**config.mk**
```make
export PLATFORM = sky130hd
export DESIGN_NAME = seq_divider_ctrl
export DESIGN_NICKNAME = d
export VERILOG_FILES = /design/src/rtl/seq_divider_ctrl.sv
export SDC_FILE = /design/constraint.sdc
export NUM_CORES = 1
export LEC_CHECK = 0
export BUFFER_PORTS_ARGS = -buffer_cell sky130_fd_sc_hd__buf_4
export CAP_MARGIN = 20
export CORE_MARGIN = 3
export CORE_UTILIZATION = 44
export CTS_CLUSTER_DIAMETER = 50
export CTS_CLUSTER_SIZE = 28
export DETAILED_ROUTE_END_ITERATION = 10
export PLACE_DENSITY_LB_ADDON = 0.25
export SETUP_SLACK_MARGIN = 0.15
export SYNTH_ARGS = -nofsm -noshare
export SYNTH_HDL_FRONTEND = slang
export SYNTH_SLANG_ARGS = --single-unit
```
**constraint.sdc**
```tcl
create_clock -name clk -period 2.3 [get_ports clk]
set_clock_uncertainty 0.2 [all_clocks]
set_input_delay 0 -clock clk [delete_from_list [all_inputs] [get_ports clk]]
set_output_delay 0 -clock clk [all_outputs]
set_load 0.005 [all_outputs]
```
**src/rtl/seq_divider_ctrl.sv**
```systemverilog
// -----------------------------------------------------------------------------
// seq_divider_ctrl
//   Multi-cycle unsigned restoring divider. A three-state FSM (IDLE/ITER/DONE)
//   drives one shared (N+1)-bit ripple subtractor built from fullsubtract
//   cells. The subtractor performs one trial subtraction per clock, so a
//   division takes N iterations and then one DONE cycle.
//
//   Optional feature macro: DIVZERO_BYPASS_EN
//     defined     : a request whose divisor is 0 goes straight from IDLE to
//                   DONE and loads the saturated result in that same cycle.
//     not defined : a divide-by-zero runs the normal N iterations. The
//                   results are the same either way.
//
// Ports
//   clk          in   single clock; all state changes on the rising edge
//   rst          in   synchronous active-high reset (wins over start)
//   start        in   request; sampled only in IDLE
//   dividend     in   N-bit unsigned dividend, sampled with start
//   divisor      in   N-bit unsigned divisor, sampled with start
//   busy         out  high while iterating
//   done         out  one-cycle pulse; quotient/remainder are valid
//   quotient     out  N-bit result register
//   remainder    out  N-bit result register
//   div_by_zero  out  sampled divisor was 0; held until the next start
// -----------------------------------------------------------------------------

// One-bit full subtractor: o_d = i_a - i_b - i_bin, with borrow out.
module fullsubtract (
    input  logic i_a,
    input  logic i_b,
    input  logic i_bin,
    output logic o_d,
    output logic o_bout
);
    assign o_d    = i_a ^ i_b ^ i_bin;
    assign o_bout = (~i_a & i_b) | (~(i_a ^ i_b) & i_bin);
endmodule

module seq_divider_ctrl #(
    parameter int N = 4
) (
    input  logic         clk,
    input  logic         rst,
    input  logic         start,
    input  logic [N-1:0] dividend,
    input  logic [N-1:0] divisor,
    output logic         busy,
    output logic         done,
    output logic [N-1:0] quotient,
    output logic [N-1:0] remainder,
    output logic         div_by_zero
);
    localparam int CW = $clog2(N + 1);

    typedef enum logic [1:0] {
        S_IDLE = 2'd0,
        S_ITER = 2'd1,
        S_DONE = 2'd2
    } state_t;

    state_t r_state;
    state_t w_state_next;

    logic [N:0]    r_rem;        // partial remainder, one bit wider than the operands
    logic [N:0]    r_div;        // latched divisor, MSB always 0
    logic [N-1:0]  r_q;          // dividend shifts out the top, quotient bits shift in the bottom
    logic [CW-1:0] r_cnt;        // iterations still to run
    logic [N-1:0]  r_quotient;
    logic [N-1:0]  r_remainder;
    logic          r_dbz;

    logic [N:0]    w_partial;
    logic [N:0]    w_diff;
    logic [N+1:0]  w_borrow;
    logic          w_bo;
    logic [N:0]    w_rem_next;
    logic [N-1:0]  w_q_next;
    logic          w_last;
    logic          w_bypass;

    // Shift the next dividend bit into the partial remainder, then trial-subtract.
    assign w_partial   = {r_rem[N-1:0], r_q[N-1]};
    assign w_borrow[0] = 1'b0;

    generate
        for (genvar gi = 0; gi <= N; gi++) begin : g_sub
            fullsubtract u_fs (
                .i_a    (w_partial[gi]),
                .i_b    (r_div[gi]),
                .i_bin  (w_borrow[gi]),
                .o_d    (w_diff[gi]),
                .o_bout (w_borrow[gi+1])
            );
        end
    endgenerate

    // A final borrow means the trial went negative: restore (keep the partial
    // remainder) and shift in a 0 quotient bit; otherwise keep the difference.
    assign w_bo       = w_borrow[N+1];
    assign w_rem_next = w_bo ? w_partial : w_diff;
    assign w_q_next   = {r_q[N-2:0], ~w_bo};
    assign w_last     = (r_cnt == CW'(1));

`ifdef DIVZERO_BYPASS_EN
    assign w_bypass = (divisor == '0);
`else
    assign w_bypass = 1'b0;
`endif

    always_ff @(posedge clk) begin
        if (rst) begin
            r_state <= S_IDLE;
        end else begin
            r_state <= w_state_next;
        end
    end

    always_comb begin
        w_state_next = r_state;
        case (r_state)
            S_IDLE:  if (start) w_state_next = w_bypass ? S_DONE : S_ITER;
            S_ITER:  if (w_last) w_state_next = S_DONE;
            S_DONE:  w_state_next = S_IDLE;
            default: w_state_next = S_IDLE;
        endcase
    end

    always_ff @(posedge clk) begin
        if (rst) begin
            r_rem       <= '0;
            r_div       <= '0;
            r_q         <= '0;
            r_cnt       <= '0;
            r_quotient  <= '0;
            r_remainder <= '0;
            r_dbz       <= 1'b0;
        end else begin
            case (r_state)
                S_IDLE: begin
                    if (start) begin
                        r_div <= {1'b0, divisor};
                        r_rem <= '0;
                        r_q   <= dividend;
                        r_cnt <= CW'(N);
                        r_dbz <= (divisor == '0);
                        // Bypassed divide-by-zero: the N-cycle result is known up front.
                        if (w_bypass) begin
                            r_quotient  <= '1;
                            r_remainder <= dividend;
                        end
                    end
                end
                S_ITER: begin
                    r_rem <= w_rem_next;
                    r_q   <= w_q_next;
                    r_cnt <= r_cnt - CW'(1);
                    // Final remainder is below the divisor, so it fits N bits.
                    if (w_last) begin
                        r_quotient  <= w_q_next;
                        r_remainder <= w_rem_next[N-1:0];
                    end
                end
                default: ;
            endcase
        end
    end

    assign busy        = (r_state == S_ITER);
    assign done        = (r_state == S_DONE);
    assign quotient    = r_quotient;
    assign remainder   = r_remainder;
    assign div_by_zero = r_dbz;

endmodule

```
==> reports/summary.txt, run 1 <==
Synth top area share: 41.8%
Largest net degree at the start of global routing: 29
Failing checks: negative setup slack
Share of layout cells above drive strength 1: 28.7%
CTS Buf Count: 3
Routed vias/inst: 5.10
Number of global-route vias before repair: 1004
H-tree depth: 1
Number of max-cap violations: 0
Worst vdd ir: 0.324 mV
Chip height: 59.2 um
Final count of hold timing violations: 0
RSZ-0062 raised after global routing: true
Global route overflow: 0
Mapped Cells: 124
Synth cell types: 32
Synth area leader: dfxtp_1
Syn Nets: 141
Synth Cell Area: 1240 sq um
P_leak: 0.679 nW
First-pass GRT wire length: 4370 um
CTS root buffer: clkbuf_4
Die area: 3500 sq um
Post-route minimum period: 2340 ps
Net Sw Frac: 27.3%
DR iter-0 viols: 34
Pwr/cell area: 560 nW/um^2
Sw power: 0.247 mW
Final WS setup: -42.8 ps
Final TNS setup: -89.6 ps
CTS tree: yes
CTS Buffer Depth: 2
GRT Util Overall: 16.4%
Status: finished, violations left
Syn. warnings: 0
Final #Nets: 179
Total power: 0.905 mW
TritonRoute pass-1 iters: 4
Setup crit end kind: flip-flop
# IOs: 22
Drt drc: 0
Max-slew violations: 0
Worst Hold Class: flip-flop to flip-flop
Flops & latches, synth: 26
Syn-to-layout area delta: 29.8%
Final wirelength: 2520 um
Clock power frac: 20.4%
Port Buffers: 21
Post-place setup slack: -69.1 ps
Antenna diodes: 0
Max-Slew Margin vs Limit: 58.4%
GP Congestion: 0.796
# fillers: 218
Slew @ Worst Pin: 622 ps
Synth top area cells: dfxtp_1, mux2i_1, fa_1
Critical path required time: 2350 ps
Initial antenna violation count: 0
Finished layout cell area: 1620 sq um
Crit path DAT: 2390 ps
Synthesized area per cell: 10.0 sq um
CTS Sinks: 26
Final Setup Violations: 4
HPWL Detailed: 1820 um
Area after DPL: 1430 sq um
Clock insertion delay at the later pin of the skew report: 310 ps
Vias post-DR: 969
Initial cell density of the core: 48.1%
Most frequent cells in the layout: dfxtp_1, buf_4, nor2_1
Combinational share of power: 24.2%
Period utilization: 102%
CP Class: flip-flop to flip-flop
Fmax: 427 MHz
Site row count: 18
Seq/Total Area, Yosys: 41.8%
DR WL/cell: 13.3 um
Int Power: 0.658 mW
Fin util: 62.4%
Worst Setup Start Kind: flip-flop
Core area: 2590 sq um
Post-DRT Antenna Nets: 0
CP Max Fanout: 2
Clk slew on worst S/H paths: 130 ps
Die Wd: 59.2 um
Sequential Power Share: 55.4%
## cells by family (layout without fill, tap and decap cells)
family	Yosys count	count (layout)	synth area share, %
AOI/OAI and AO/OA	20	20	12.1
adders and majority gates	6	6	7.84
buffers and inverters	18	54	7.44
DFF	26	26	41.8
muxes	14	14	11.5
and+or+nand+nor	40	40	19.4
## synthesized netlist by cell type
master / number
o21bai_1: 1
nor3b_4: 1
a211oi_1: 2
nand3b_1: 5
and3b_1: 1
or3b_1: 2
buf_2: 2
a211oi_2: 2
buf_6: 3
nor2b_1: 1
a2111oi_2: 1
and4bb_1: 1
dfxtp_1: 26
o21ai_0: 4
ha_1: 3
o21ba_2: 1
nand2b_1: 9
mux2i_1: 12
a2bb2oi_1: 1
clkbuf_1: 2
mux2_2: 2
inv_1: 10
inv_2: 1
nor2_1: 16
o32ai_1: 1
nor2_2: 2
a21oi_1: 4
o22ai_1: 2
nor3_1: 1
o31ai_1: 1
nor4_1: 1
fa_1: 3
## final cells by class
class	instances	area [sq um]	area share [%]
well taps	30	37.5	2.32
flip-flops and latches	26	522	32.3
clock buffers	3	22.5	1.39
repair buffers	40	338	20.9
multi-input cells	80	656	40.6
inverters	11	41.3	2.55
## worst paths after layout
check	depth (start not counted)	startpoint	end	slack (ps)
worst max-delay path	9	r_q[3]	remainder[3]	-40
worst min-delay path	2	remainder[0]	remainder[0]	300
worst max register to register	9	r_q[3]	remainder[3]	-40
worst min register to register	2	remainder[0]	remainder[0]	300
## critical path, cell delays in order (launching register included)
cell and delay, ps:
dfxtp_1 330, inv_2 70, ha_4 120, inv_2 30, fa_2 330, fa_2 340
inv_2 60, fa_1 390, mux2_4 270, o22ai_1 140
## registers in the layout, summed over array words and instances (netlist names)
name,cells
div_by_zero,1
quotient,4
r_cnt,3
r_div,4
r_q,4
r_rem,4
r_state,2
remainder,4
## power by group through the flow
| stage | Combinational [mW] | Clock, mW | Sequential [mW] |
|---|---|---|---|
| 2_1_floorplan | 0.149 | 0 | 0.503 |
| 3_3_place_gp | 0.185 | 0 | 0.510 |
| 3_5_place_dp | 0.192 | 0 | 0.512 |
| 4_1_cts | 0.218 | 0.194 | 0.502 |
| 5_1_grt | 0.242 | 0.208 | 0.506 |
| 6_report | 0.219 | 0.184 | 0.502 |
## routing by layer
metal  vias up  routed length, um  global-route usage [%]
met1       462               1190                    21.0
li1        494                  -                       -
met2        11               1250                    27.0
met5         -                  0                       0
met3         2                 65                    2.83
met4         0                 14                    6.80
## per-stage QoR
stage | cells | hold slack (ps)
2_1_floorplan | 124 | -52.9
3_3_place_gp | 171 | 45.4
3_5_place_dp | 171 | 53.5
4_1_cts | 189 | 301
5_1_grt | 190 | 321
6_report | 190 | 296
## repair_timing
item	CTS	global route
pin swaps	0	0
hold buffers	15	0
gates resized for setup	1	0
setup buffers	0	1
endpoints found under the hold margin	25	0
setup endpoints to repair	10	14
Note: power is estimated with default switching activity, not from simulation.
==> run 2: changes to the inputs <==
--- a/config.mk
+++ b/config.mk
@@ -12,7 +12,7 @@
 export CTS_CLUSTER_DIAMETER = 50
 export CTS_CLUSTER_SIZE = 28
 export DETAILED_ROUTE_END_ITERATION = 10
-export PLACE_DENSITY_LB_ADDON = 0.25
+export PLACE_DENSITY_LB_ADDON = 0.15
 export SETUP_SLACK_MARGIN = 0.15
 export SYNTH_ARGS = -nofsm -noshare
 export SYNTH_HDL_FRONTEND = slang
==> constraint.sdc (replaced) <==
create_clock -name clk -period 2.6 [get_ports clk]
set_clock_uncertainty 0.2 [all_clocks]
set_input_delay 0 -clock clk [delete_from_list [all_inputs] [get_ports clk]]
set_output_delay 0 -clock clk [all_outputs]
set_load 0.005 [all_outputs]
==> reports/summary.txt, run 2 (synthesized netlist as in run 1, its figures left out) <==
Post-route minimum period: 2380 ps (was 2340 ps)
Most frequent cells in the layout: dfxtp_1, buf_4, nor2_1 (unchanged)
Final count of hold timing violations: 0 (unchanged)
CP max-delay cell: fa_1 (unchanged)
Final Setup Violations: 0 (was 4)
Worst Setup Start Kind: flip-flop (unchanged)
Worst Hold Class: flip-flop to flip-flop (unchanged)
Buf+Inv Stages, Crit Path: 3 (unchanged)
GRT Util Overall: 16.0% (was 16.4%)
Crit path cell chain: inv_2 -> ha_4 -> inv_2 -> fa_2 -> fa_2 -> inv_2 -> fa_1 -> mux2_4 -> o22ai_2 (was inv_2 -> ha_4 -> inv_2 -> fa_2 -> fa_2 -> inv_2 -> fa_1 -> mux2_4 -> o22ai_1)
CTS Buffer Depth: 2 (unchanged)
CP Max Fanout: 2 (unchanged)
Number of global-route vias before repair: 976 (was 1004)
TritonRoute pass-1 iters: 4 (unchanged)
CTS tree: yes (unchanged)
H-tree depth: 1 (unchanged)
Post-DRT Antenna Nets: 0 (unchanged)
CTS root buffer: clkbuf_4 (unchanged)
Final hold slack: 313 ps (was 296 ps)
Max-Slew Margin vs Limit: 57.5% (was 58.4%)
Max-slew violations: 0 (unchanged)
HPWL Detailed: 1740 um (was 1820 um)
Area after DPL: 1390 sq um (was 1430 sq um)
Share of layout cells above drive strength 1: 30.8% (was 28.7%)
# IOs: 22 (unchanged)
Final #Nets: 177 (was 179)
Port Buffers: 21 (unchanged)
Most used cell along the critical path: inv_2 (unchanged)
Drt drc: 0 (unchanged)
Largest net degree at the start of global routing: 29 (unchanged)
Fmax: 420 MHz (was 427 MHz)
CTS Buf Count: 3 (unchanged)
Die area: 3500 sq um (unchanged)
Syn-to-layout area delta: 32.7% (was 29.8%)
Antenna diodes: 0 (unchanged)
Core area: 2590 sq um (unchanged)
Critical path required time: 2660 ps (was 2350 ps)
Initial cell density of the core: 48.1% (unchanged)
RSZ-0062 raised after global routing: false (was true)
Die Wd: 59.2 um (unchanged)
Clk slew on worst S/H paths: 150 ps (was 130 ps)
Crit-path max cell delay: 400 ps (was 390 ps)
P_leak: 0.685 nW (was 0.679 nW)
Worst vdd ir: 0.371 mV (was 0.324 mV)
Kind of cell adding the most delay to the critical path: adder cells (unchanged)
Routed vias/inst: 5.10 (about the same)
Finished layout cell area: 1650 sq um (was 1620 sq um)
Clock insertion delay at the later pin of the skew report: 320 ps (was 310 ps)
Site row count: 18 (unchanged)
Pwr/cell area: 557 nW/um^2 (was 560 nW/um^2)
Slew @ Worst Pin: 638 ps (was 622 ps)
First-pass GRT wire length: 4320 um (was 4370 um)
Final wirelength: 2550 um (was 2520 um)
Crit path DAT: 2440 ps (was 2390 ps)
CP Class: flip-flop to flip-flop (unchanged)
Chip height: 59.2 um (unchanged)
Initial antenna violation count: 0 (unchanged)
Final TNS setup: 0 ps (was -89.6 ps)
DR iter-0 viols: 16 (was 34)
Most common cell after layout, fill and taps aside: dfxtp_1
# fillers: 217 (was 218)
Status: finished, final reports clean (was finished, violations left)
Setup crit end kind: flip-flop (unchanged)
DR WL/cell: 13.5 um (was 13.3 um)
Period utilization: 91.6% (was 102%)
Vias post-DR: 964 (was 969)
GP Congestion: 0.799 (was 0.796)
Global route overflow: 0 (unchanged)
Number of max-cap violations: 0 (unchanged)
CTS Sinks: 26 (unchanged)
run 2: path summary, 6_finish.rpt:
path | startpoint | endpoint | slack, ps | cells after the start
max | r_q[3] | remainder[3] | 220 | 9
min | r_cnt[1] | r_cnt[1] | 310 | 2
max reg2reg | r_q[3] | remainder[3] | 220 | 9
min reg2reg | r_cnt[1] | r_cnt[1] | 310 | 2
run 2: worst reg2reg max path: stages (launching register included):
cell     delay, ps
dfxtp_2        350
inv_2           60
ha_4           120
inv_2           30
fa_2           330
fa_2           340
inv_2           60
fa_1           400
mux2_4         290
o22ai_2        130
run 2: timing repair:
| item | in CTS | in global routing |
|---|---|---|
| setup buffers | 0 | 2 |
| gates resized for setup | 10 | 6 |
| endpoints found under the setup margin | 8 | 8 |
| hold buffers | 15 | 0 |
| pin swaps | 0 | 1 |
| endpoints found under the hold margin | 24 | 0 |
run 2: per-layer routing:
metal	share of wire (%)	track usage [%]	wire [um]	up-vias
li1	-	-	-	495
met5	0	0	0	-
met4	0.55	4.85	14	0
met2	45	25.0	1150	19
met1	51	22.7	1290	448
met3	3.7	2.61	94	2
run 2: layout make-up:
class,instances,area (sq um),area share (%)
multi-input cells,80,674,40.8
inverters,11,41.3,2.50
repair buffers,38,323,19.5
well taps,30,37.5,2.27
flip-flops and latches,26,523,31.7
clock buffers,3,22.5,1.36
clock inverters,1,30.0,1.82
run 2: report_power, final:
| part | switching [mW] | internal [mW] | total, mW | leakage, nW |
|---|---|---|---|---|
| registers | 0.0224 | 0.423 | 0.445 | 0.213 |
| clock network | 0.123 | 0.156 | 0.279 | 0.0279 |
| logic | 0.0889 | 0.107 | 0.196 | 0.444 |
run 2: through the flow:
stage	setup WS (ps)	total power [mW]	std cells	utilization, %
after floorplan	232	0.563	124	-
after global placement	166	0.597	168	53.6
after detailed placement	75.0	0.602	168	53.6
after CTS	167	0.906	187	62.3
after global routing	157	0.965	189	63.8
final	219	0.920	189	63.8
==> run 3: changes to the inputs <==
--- a/config.mk
+++ b/config.mk
@@ -5,6 +5,7 @@
 export SDC_FILE = /design/constraint.sdc
 export NUM_CORES = 1
 export LEC_CHECK = 0
+export ABC_AREA = 1
 export BUFFER_PORTS_ARGS = -buffer_cell sky130_fd_sc_hd__buf_4
 export CAP_MARGIN = 20
 export CORE_MARGIN = 3
==> reports/summary.txt, run 3 <==
Status: finished, final reports clean (unchanged)
Final count of hold timing violations: 0 (unchanged)
Clk slew on worst S/H paths: 140 ps (was 150 ps)
Count leader, synth: nand2_1 (was dfxtp_1)
Post-synth ARST share: 0% (unchanged)
Seq/Total Area, Yosys: 42.6% (was 41.8%)
Synth top area cells: dfxtp_1, nand2_1, nor2_1 (was dfxtp_1, mux2i_1, fa_1)
Post-place setup slack: 211 ps (was 75.0 ps)
Share of layout cells above drive strength 1: 18.9% (was 30.8%)
CTS Buffer Depth: 2 (unchanged)
Final WS setup: 250 ps (was 219 ps)
Worst Setup Start Kind: input port (was flip-flop)
Synth cell types: 18 (was 32)
Initial cell density of the core: 47.6% (was 48.1%)
Port Buffers: 21 (unchanged)
Antenna diodes: 0 (unchanged)
Synth area leader: dfxtp_1 (unchanged)
Number of synthesized flops with an enable pin: 0 (unchanged)
Final wirelength: 2980 um (was 2550 um)
Max-Slew Margin vs Limit: 60.5% (was 57.5%)
Syn-to-layout area delta: 32.0% (was 32.7%)
Slew @ Worst Pin: 589 ps (was 638 ps)
CTS Buf Count: 3 (unchanged)
Critical path required time: 2630 ps (was 2660 ps)
Period utilization: 90.4% (was 91.6%)
Most frequent cells in the layout: nand2_1, nor2_1, dfxtp_1 (was dfxtp_1, buf_4, nor2_1)
Number of max-cap violations: 0 (unchanged)
Global route overflow: 0 (unchanged)
Top cells by count, synth: nand2_1, nor2_1, dfxtp_1 (was dfxtp_1, nor2_1, mux2i_1)
Synth top area share: 42.6% (was 41.8%)
Die area: 3450 sq um (was 3500 sq um)
Site row count: 18 (unchanged)
DR WL/cell: 12.6 um (was 13.5 um)
Fmax: 426 MHz (was 420 MHz)
Worst Hold Class: flip-flop to flip-flop (unchanged)
H-tree depth: 1 (unchanged)
P_leak: 0.716 nW (was 0.685 nW)
Mapped Cells: 167 (was 124)
Initial antenna violation count: 0 (unchanged)
CP Max Fanout: 14 (was 2)
CTS tree: yes (unchanged)
Largest net degree at the start of global routing: 15 (was 29)
Syn. warnings: 0 (unchanged)
TritonRoute pass-1 iters: 4 (unchanged)
Drt drc: 0 (unchanged)
Ys flop type: dfxtp_1 (unchanged)
Vias post-DR: 1154 (was 964)
Clock insertion delay at the later pin of the skew report: 330 ps (was 320 ps)
GP Congestion: 0.808 (was 0.799)
Final Setup Violations: 0 (unchanged)
Post-DRT Antenna Nets: 0 (unchanged)
Final #Nets: 225 (was 177)
Core area: 2570 sq um (was 2590 sq um)
Setup crit end kind: flip-flop (unchanged)
Routed vias/inst: 4.89 (was 5.10)
# IOs: 22 (unchanged)
First-pass GRT wire length: 5010 um (was 4320 um)
Number of global-route vias before repair: 1090 (was 976)
Syn Nets: 184 (was 141)
Crit path DAT: 2380 ps (was 2440 ps)
HPWL Detailed: 1960 um (was 1740 um)
Post-route minimum period: 2350 ps (was 2380 ps)
CP Class: input port to flip-flop (was flip-flop to flip-flop)
Flops & latches, synth: 26 (unchanged)
Most common cell after layout, fill and taps aside: nand2_1 (was dfxtp_1)
Worst vdd ir: 0.316 mV (was 0.371 mV)
Chip height: 58.7 um (was 59.2 um)
RSZ-0062 raised after global routing: true (was false)
GRT Util Overall: 19.5% (was 16.0%)
Post-CTS setup buffers: 0 (unchanged)
CTS Sinks: 26 (unchanged)
Pwr/cell area: 534 nW/um^2 (was 557 nW/um^2)
Fin util: 62.9% (was 63.8%)
DR iter-0 viols: 27 (was 16)
CTS root buffer: clkbuf_4 (unchanged)
Synth Cell Area: 1220 sq um (was 1240 sq um)
Synthesized area per cell: 7.32 sq um (was 10.0 sq um)
Final TNS setup: 0 ps (unchanged)
Die Wd: 58.7 um (was 59.2 um)
Max-slew violations: 0 (unchanged)
## run 3: cell types whose count changed after synthesis, sizes merged, moves of 5 or more
cell and delta:
mux2i -12, nand3b -5, nor2 +15, o21ai +10, inv +12, nand3 +12
a21oi +10, nand2 +34, nand2b -9
## run 3: through the flow
step	hold slack, ps	power [mW]	instances	area, sq um
finish	278	0.862	236	1610
global route	293	0.928	236	1610
CTS	277	0.853	236	1600
detailed placement	78.0	0.660	215	1400
global placement	66.0	0.654	215	1400
floorplan	-131	0.602	167	1220
## run 3: kinds of logic (layout without fill, tap and decap cells)
group	count (synthesis)	count (layout)	synth area share, %
fa+ha+maj	6	6	7.98
simple gates	80	80	28.7
compound gates	28	28	11.5
xor+xnor	1	1	0.717
flops	26	26	42.6
buf+inv	26	65	8.60
## run 3: final cells by class
type | instances | area [sq um]
inverter | 23 | 90.1
clock buffer | 3 | 22.5
multi-input combinational | 115 | 604
timing repair buffer | 39 | 338
sequential | 26 | 522
tap | 30 | 37.5
fill | 237 | 953
## run 3: metal layers
| metal | track usage (%) | part of all wire (%) | vias to the layer above | wire length [um] |
|---|---|---|---|---|
| met3 | 2.63 | 3.0 | 5 | 89 |
| li1 | - | - | 602 | - |
| met5 | 0 | 0 | - | 0 |
| met1 | 24.1 | 44 | 528 | 1300 |
| met4 | 6.80 | 1.4 | 0 | 42 |
| met2 | 34.4 | 52 | 19 | 1540 |
## run 3: where the power goes
| part | internal, mW | total, mW | switching (mW) |
|---|---|---|---|
| registers | 0.429 | 0.451 | 0.0225 |
| logic | 0.104 | 0.236 | 0.132 |
| clock network | 0.0545 | 0.174 | 0.120 |
## run 3: path summary, 6_finish.rpt
path	from	end	slack (ps)	cells after the start
setup / recovery	rst	r_div[3]	250	7
hold / removal	r_cnt[1]	r_cnt[1]	280	2
setup reg to reg	r_q[3]	r_rem[3]	260	10
hold reg to reg	r_cnt[1]	r_cnt[1]	280	2
## run 3: timing repair
action	in CTS	in global routing
hold buffers	18	0
endpoints found under the hold margin	21	0
resized for setup	0	7
endpoints found under the setup margin	0	13
## run 3: worst max-delay path, stage by stage
cell and delay (ps):
dlygate4sd3_1 530, buf_4 230, clkinvlp_4 280, o21ai_1 180, dlygate4sd3_1 580, nor2_1 40, dlygate4sd3_1 540
